[src/rtl/input_map.sv]
// input_map: memory-mapped input peripheral on the CPU data bus.
//
// Switches and push-buttons are synchronized through two flops and then
// debounced per bit. The stable levels are readable. A button press
// (stable 0->1) sets a sticky event bit that is cleared by writing 1. The
// events are ANDed with an interrupt mask to produce a registered irq.
//
// Register map (full 32-bit address compare, zero-extended data):
//   0x0  debounced switches          read-only
//   0x4  debounced buttons           read-only
//   0x8  button press events         sticky, write-1-to-clear
//   0xC  irq mask                    read/write
//   Any other address reads 0, and writes to it are ignored.
//
// Ports:
//   clk                 system clock, posedge
//   rst_n               asynchronous active-low reset
//   input_address       byte address of the access
//   input_in            write data
//   input_size          access size, accepted but ignored
//   input_write_enable  write strobe, sampled on posedge clk
//   input_out           combinational read data
//   switches            raw asynchronous switch pins
//   buttons             raw asynchronous button pins
//   irq                 registered interrupt request
module input_map #(
  parameter int NUM_SWITCHES      = 8,
  parameter int NUM_BUTTONS       = 4,
  parameter int DEBOUNCE_CYCLES   = 50000,
  parameter int BUTTON_ACTIVE_LOW = 1
) (
  input  logic                    clk,
  input  logic                    rst_n,
  input  logic [31:0]             input_address,
  input  logic [31:0]             input_in,
  input  logic [1:0]              input_size,
  input  logic                    input_write_enable,
  output logic [31:0]             input_out,
  input  logic [NUM_SWITCHES-1:0] switches,
  input  logic [NUM_BUTTONS-1:0]  buttons,
  output logic                    irq
);

  // Switches occupy the low bits of the combined vector, buttons the high bits.
  localparam int NB = NUM_SWITCHES + NUM_BUTTONS;
  localparam int CW = (DEBOUNCE_CYCLES > 1) ? $clog2(DEBOUNCE_CYCLES) : 1;
  localparam logic [CW-1:0] CNT_MAX = CW'(DEBOUNCE_CYCLES - 1);

  localparam logic [31:0] ADDR_SW   = 32'h0000_0000;
  localparam logic [31:0] ADDR_BTN  = 32'h0000_0004;
  localparam logic [31:0] ADDR_EVT  = 32'h0000_0008;
  localparam logic [31:0] ADDR_MASK = 32'h0000_000C;

  logic [NUM_BUTTONS-1:0]  btn_lvl_s;
  logic [NB-1:0]           raw_s;
  logic [NB-1:0]           sync1_q, sync2_q;
  logic [NB-1:0]           stable_q, stable_d;
  logic [NB-1:0][CW-1:0]   cnt_q, cnt_d;
  logic [NUM_BUTTONS-1:0]  events_q, events_d;
  logic [NUM_BUTTONS-1:0]  mask_q, mask_d;
  logic [NUM_BUTTONS-1:0]  rise_s, clr_s;
  logic                    irq_q, irq_d;
  logic                    wr_evt_s, wr_mask_s;
  logic [31:0]             rd_data_s;
  logic                    unused_s;

  // Buttons are normalised so that "pressed" is 1 before synchronization;
  // this makes the reset value 0 mean "not pressed".
  assign btn_lvl_s = (BUTTON_ACTIVE_LOW != 0) ? ~buttons : buttons;
  assign raw_s     = {btn_lvl_s, switches};

  // Bus size and the unused upper write-data bits carry no function here.
  assign unused_s = ^{input_size, input_in};

  assign wr_evt_s  = input_write_enable && (input_address == ADDR_EVT);
  assign wr_mask_s = input_write_enable && (input_address == ADDR_MASK);

  // Per-bit debounce: count consecutive cycles the synced level disagrees
  // with the stable level; any agreement restarts the count.
  always_comb begin
    stable_d = stable_q;
    cnt_d    = cnt_q;
    for (int i = 0; i < NB; i++) begin
      if (sync2_q[i] == stable_q[i]) begin
        cnt_d[i] = '0;
      end else if (cnt_q[i] == CNT_MAX) begin
        stable_d[i] = sync2_q[i];
        cnt_d[i]    = '0;
      end else begin
        cnt_d[i] = cnt_q[i] + CW'(1);
      end
    end
  end

  // Press events, W1C clearing (a same-cycle new press wins), mask and irq.
  always_comb begin
    rise_s   = stable_d[NB-1:NUM_SWITCHES] & ~stable_q[NB-1:NUM_SWITCHES];
    clr_s    = '0;
    mask_d   = mask_q;
    if (wr_evt_s) begin
      clr_s = input_in[NUM_BUTTONS-1:0];
    end else begin
      clr_s = '0;
    end
    if (wr_mask_s) begin
      mask_d = input_in[NUM_BUTTONS-1:0];
    end else begin
      mask_d = mask_q;
    end
    events_d = (events_q & ~clr_s) | rise_s;
    irq_d    = |(events_q & mask_q);
  end

  // State registers.
  always_ff @(posedge clk or negedge rst_n) begin
    if (!rst_n) begin
      sync1_q  <= '0;
      sync2_q  <= '0;
      stable_q <= '0;
      cnt_q    <= '0;
      events_q <= '0;
      mask_q   <= '0;
      irq_q    <= 1'b0;
    end else begin
      sync1_q  <= raw_s;
      sync2_q  <= sync1_q;
      stable_q <= stable_d;
      cnt_q    <= cnt_d;
      events_q <= events_d;
      mask_q   <= mask_d;
      irq_q    <= irq_d;
    end
  end

  // Zero-latency read mux; reads have no side effects.
  always_comb begin
    rd_data_s = '0;
    case (input_address)
      ADDR_SW:   rd_data_s[NUM_SWITCHES-1:0] = stable_q[NUM_SWITCHES-1:0];
      ADDR_BTN:  rd_data_s[NUM_BUTTONS-1:0]  = stable_q[NB-1:NUM_SWITCHES];
      ADDR_EVT:  rd_data_s[NUM_BUTTONS-1:0]  = events_q;
      ADDR_MASK: rd_data_s[NUM_BUTTONS-1:0]  = mask_q;
      default:   rd_data_s = '0;
    endcase
  end

  assign input_out = rd_data_s;
  assign irq       = irq_q;

endmodule

[config.mk]
export PLATFORM = sky130hd
export DESIGN_NAME = input_map
export DESIGN_NICKNAME = d
export VERILOG_FILES = /design/src/rtl/input_map.sv
export SDC_FILE = /design/constraint.sdc
export NUM_CORES = 1
export LEC_CHECK = 0
export ABC_CLOCK_PERIOD_IN_PS = 1750
export BUFFER_PORTS_ARGS = -buffer_cell sky130_fd_sc_hd__buf_4
export CAP_MARGIN = 10
export CORE_MARGIN = 4
export CORE_UTILIZATION = 25
export DETAILED_ROUTE_END_ITERATION = 12
export SYNTH_ARGS = -nofsm -noshare
export SYNTH_HDL_FRONTEND = slang
export SYNTH_SLANG_ARGS = --single-unit
[constraint.sdc]
create_clock -name clk -period 1.75 [get_ports clk]
set_input_delay 0.2625 -clock clk [delete_from_list [all_inputs] [get_ports clk]]
set_output_delay 0.2625 -clock clk [all_outputs]
set_load 0.01 [all_outputs]
==> impl_metrics.xml <==
<?xml version="1.0" encoding="UTF-8"?>
<metrics>
  <group name="synthesis">
    <metric name="ys.warnings.count" unit="">0</metric>
    <metric name="synthDominantAreaCellType" unit="">dfrtp_1</metric>
    <metric name="dominantRegCellSynth" unit="">dfrtp_1</metric>
    <metric name="syn-instance-count" unit="">1101</metric>
    <metric name="post-synth-top-area-fraction" unit="">0.5214</metric>
    <metric name="mapped_cell_area" unit="µm²">11370</metric>
    <metric name="async_reset_ff_frac" unit="">1.000</metric>
    <metric name="synth-seq-area-share" unit="">0.5214</metric>
    <metric name="postSynthRegisterBits" unit="">237</metric>
    <metric name="synth_enable_flop_cells" unit="">0</metric>
    <metric name="synth.most_common_cell" unit="">dfrtp_1</metric>
    <metric name="synth_area_per_cell" unit="µm²">10.33</metric>
    <metric name="ys_top_cells_by_count" unit="">dfrtp_1, nor2_1, xnor2_1</metric>
    <metric name="yosys.cell_types.count" unit="">40</metric>
    <metric name="ys_top_cells_by_area" unit="">dfrtp_1, xnor2_1, nor2_1</metric>
  </group>
  <group name="critical_path">
    <metric name="critPathArrivalTime" unit="ns">1.74</metric>
    <metric name="regToRegEndpoint" unit="">cnt_q[78]$_DFF_PN0_</metric>
    <metric name="path_cells" unit="">mux4_2, and2_4, buf_6</metric>
    <metric name="cpMaxStageDelayCell" unit="">mux4_2</metric>
    <metric name="critPathMaxStageDelay" unit="ns">0.51</metric>
    <metric name="worstPathBufferInverterCount" unit="">1</metric>
    <metric name="critPathTopFamily" unit="">multiplexers</metric>
    <metric name="path_max_fanout" unit="">3</metric>
    <metric name="crit_start" unit="">mask_q[0]$_DFFE_PN0P_</metric>
    <metric name="timing.critical_path.required" unit="ns">1.49</metric>
    <metric name="worstSetupStartpointType" unit="">register</metric>
    <metric name="r2r_setup_slack" unit="ns">0.07</metric>
    <metric name="setup.worst_path.class" unit="">register to output port</metric>
    <metric name="end_point_of_the_critical_path" unit="">input_out[0]</metric>
    <metric name="timing.critical_path.depth" unit="">3</metric>
    <metric name="worst_r2r_path_depth" unit="">5</metric>
    <metric name="endpoint_type_of_the_worst_setup_path" unit="">output port</metric>
    <metric name="reg2reg_from" unit="">cnt_q[64]$_DFF_PN0_</metric>
  </group>
  <group name="pwr">
    <metric name="ir_drop" unit="µV">670.5</metric>
    <metric name="p_per_cell_area" unit="nW/µm²">831.7</metric>
    <metric name="power.static_leakage" unit="nW">6.101</metric>
  </group>
  <group name="grt">
    <metric name="number_of_global_route_vias_before_repair" unit="">8570</metric>
    <metric name="maximum_number_of_pins_on_one_net_before_global_route_repair" unit="">82</metric>
    <metric name="grt_antenna_before_repair" unit="">0</metric>
    <metric name="wire_length_of_the_first_global_routing_pass" unit="mm">40.63</metric>
    <metric name="globalRouteTotalUtil" unit="">0.09462</metric>
    <metric name="grt_remaining_overflow" unit="">0</metric>
  </group>
  <group name="placed_design">
    <metric name="globalplace.congestion" unit="">0.8246</metric>
    <metric name="place_worst_setup_slack" unit="ns">-0.09552</metric>
    <metric name="place_inst" unit="">1809</metric>
    <metric name="detailed_place_hpwl" unit="mm">16.40</metric>
    <metric name="port-buffer-count" unit="">59</metric>
  </group>
  <group name="drt">
    <metric name="detail_route.first_pass.iterations" unit="">4</metric>
    <metric name="drt_wl_total" unit="mm">23.52</metric>
    <metric name="route.detailed.vias_per_inst" unit="">4.493</metric>
    <metric name="route.detailed.wl_per_inst" unit="µm">12.41</metric>
    <metric name="highest-signal-layer" unit="">met4</metric>
    <metric name="detail_route.drc_violations" unit="">0</metric>
    <metric name="via_count" unit="">8514</metric>
    <metric name="met3RoutedLength" unit="µm">696</metric>
    <metric name="number_of_antenna_violating_nets_in_the_routed_design" unit="">0</metric>
    <metric name="detail_route.iter0.violations" unit="">476</metric>
    <metric name="dr_wl_met2" unit="mm">11.59</metric>
    <metric name="m1WireLength" unit="mm">10.51</metric>
  </group>
  <group name="layout">
    <metric name="area_delta_synth_final" unit="%">27.72</metric>
    <metric name="antennaDiodeCount" unit="">0</metric>
    <metric name="drive_above_1_share" unit="">0.2003</metric>
    <metric name="stdcell_count" unit="">1895</metric>
    <metric name="nets" unit="">1376</metric>
    <metric name="count_of_filler_cells_inserted_in_the_layout" unit="">4463</metric>
  </group>
  <group name="sta">
    <metric name="period_share" unit="">1.144</metric>
    <metric name="finalMaxSlewViolations" unit="">0</metric>
    <metric name="hold_viol" unit="">0</metric>
    <metric name="skew" unit="ns">0.01031</metric>
    <metric name="slew_headroom" unit="">0.6377</metric>
    <metric name="report.final.setup_viol" unit="">8</metric>
    <metric name="min_period" unit="ns">2.002</metric>
    <metric name="maxClockFrequency" unit="MHz">499.6</metric>
    <metric name="post-route-worst-setup-slack" unit="ns">-0.2516</metric>
    <metric name="worstMarginPinSlew" unit="ns">0.5434</metric>
    <metric name="setup_repair_after_global_routing_missed_its_margin" unit="">yes</metric>
  </group>
  <group name="run_status">
    <metric name="status" unit="">finished with violations</metric>
    <metric name="failed_checks" unit="">negative setup slack</metric>
  </group>
  <group name="flow_run">
    <metric name="number_of_max_cap_violations" unit="">0</metric>
  </group>
  <group name="floorplanning">
    <metric name="die_height" unit="µm">221.3</metric>
    <metric name="initial_core_util" unit="">0.2550</metric>
    <metric name="design.die.area" unit="µm²">48980</metric>
    <metric name="core.rowCount" unit="">77</metric>
    <metric name="i_o_pins" unit="">114</metric>
    <metric name="die_w" unit="µm">221.3</metric>
    <metric name="fp.coreArea" unit="µm²">44610</metric>
  </group>
  <group name="clocking">
    <metric name="cts_made_buffers" unit="">26</metric>
    <metric name="tritoncts" unit="">built</metric>
    <metric name="htree_levels" unit="">1</metric>
    <metric name="cts.reportedPaths.clkPinSlew" unit="ns">0.06</metric>
    <metric name="clk_root_buffer_cell" unit="">clkbuf_16</metric>
    <metric name="clkLatencyLatePin" unit="ns">0.54</metric>
    <metric name="clockBufferDepth" unit="">3</metric>
    <metric name="cts.sinks" unit="">237</metric>
  </group>
  <group name="worst_hold_path">
    <metric name="hold_class" unit="">input pin to register</metric>
  </group>
</metrics>
cell families after synthesis:
logic type      count (synthesis)  share of synthesized area
buf+inv                        74                    0.03289
other cells                     1                  0.0003297
xor+xnor                      147                     0.1132
mux                            16                    0.01980
compound gates                 80                    0.04081
flops                         237                     0.5214
fa+ha+maj                      12                    0.01320
simple gates                  534                     0.2584
worst reg2reg max path: stages (launching register included):
cell and delay, ns:
dfrtp_1 0.39, ha_2 0.22, nand4_1 0.14, or2_2 0.35, or3_1 0.36, a21oi_1 0.15
area by class of cell:
class / instances / area, µm² / share of cell area
Sequential cell: 237 / 5931 / 0.4082
Multi-Input combinational cell: 813 / 5286 / 0.3639
Timing Repair Buffer: 175 / 1524 / 0.1049
Tap cell: 592 / 740.7 / 0.05099
Clock buffer: 34 / 732.0 / 0.05038
Clock inverter: 14 / 201.4 / 0.01387
Inverter: 30 / 112.6 / 0.007751
routing by layer:
| metal | track usage | vias to the layer above |
|---|---|---|
| met3 | 0.01378 | 40 |
| met5 | 0 | - |
| li1 | - | 4220 |
| met1 | 0.1174 | 4164 |
| met4 | 0.03926 | 0 |
| met2 | 0.1652 | 90 |
cell usage in the layout, fill, tap and decap left out, types with 5 or more instances in the layout:
cell / count
inv_1: 30
nor4b_1: 11
dlygate4sd3_1: 17
and3_1: 34
nor4_1: 26
conb_1: 24
or4_1: 12
nand4_1: 58
buf_4: 133
xnor2_1: 82
buf_6: 16
ha_1: 9
or3_4: 5
xor2_1: 65
and4bb_2: 5
nand3_2: 10
nand2_1: 62
nand3_1: 49
or2_2: 5
nor3_1: 23
dfrtp_1: 237
buf_12: 8
or3_1: 23
nor4_4: 6
a21oi_1: 33
mux2_2: 12
nor2_1: 161
o31ai_1: 12
clkbuf_16: 27
o21ai_0: 24
and4_1: 11
nor4bb_1: 18
sequential cells by signal (all words and copies together) (netlist names):
signal,count
cnt_q,192
mask_q,4
stable_q,12
sync1_q,12
irq,1
sync2_q,12
events_q,4
metrics by stage:
| step | total power, mW | area (µm²) | TNS [ns] | util | hold WS, ns |
|---|---|---|---|---|---|
| global placement | 6.277 | 13080 | -0.5914 | 0.2931 | 0.2832 |
| CTS | 12.30 | 14360 | -1.200 | 0.3218 | 0.1937 |
| detailed placement | 6.285 | 13080 | -0.7510 | 0.2931 | 0.2882 |
| floorplan | 5.986 | 11460 | 0 | - | -0.03309 |
| global route | 12.62 | 14530 | -1.485 | 0.3257 | 0.2280 |
| finish | 12.08 | 14530 | -1.016 | 0.3257 | 0.2277 |
worst min-delay path by stage:
stage | startpoint | end | slack [ns] | cells after the start
after floorplan | rst_n | cnt_q[0]$_DFF_PN0_ | -0.03 | 0
after global placement | rst_n | cnt_q[106]$_DFF_PN0_ | 0.28 | 2
after detailed placement | rst_n | cnt_q[106]$_DFF_PN0_ | 0.29 | 2
after CTS | input_write_enable | events_q[2]$_DFF_PN0_ | 0.19 | 5
after global routing | input_write_enable | events_q[0]$_DFF_PN0_ | 0.23 | 5
final | input_write_enable | events_q[2]$_DFF_PN0_ | 0.23 | 5
timing repair:
| action | 4_1_cts | 5_1_grt |
|---|---|---|
| hold endpoints to repair | 253 | 0 |
| setup buffers | 12 | 9 |
| resized for setup | 19 | 21 |
| endpoints found under the setup margin | 8 | 24 |
| hold buffers | 17 | 0 |
| pin swaps | 8 | 8 |
where the power goes:
part | total, mW | internal [mW] | switching, mW
Sequential | 5.66 | 5.58 | 0.0857
Combinational | 0.574 | 0.257 | 0.317
Clock | 5.85 | 3.58 | 2.27
No activity file was read; power rests on OpenSTA's default activity.
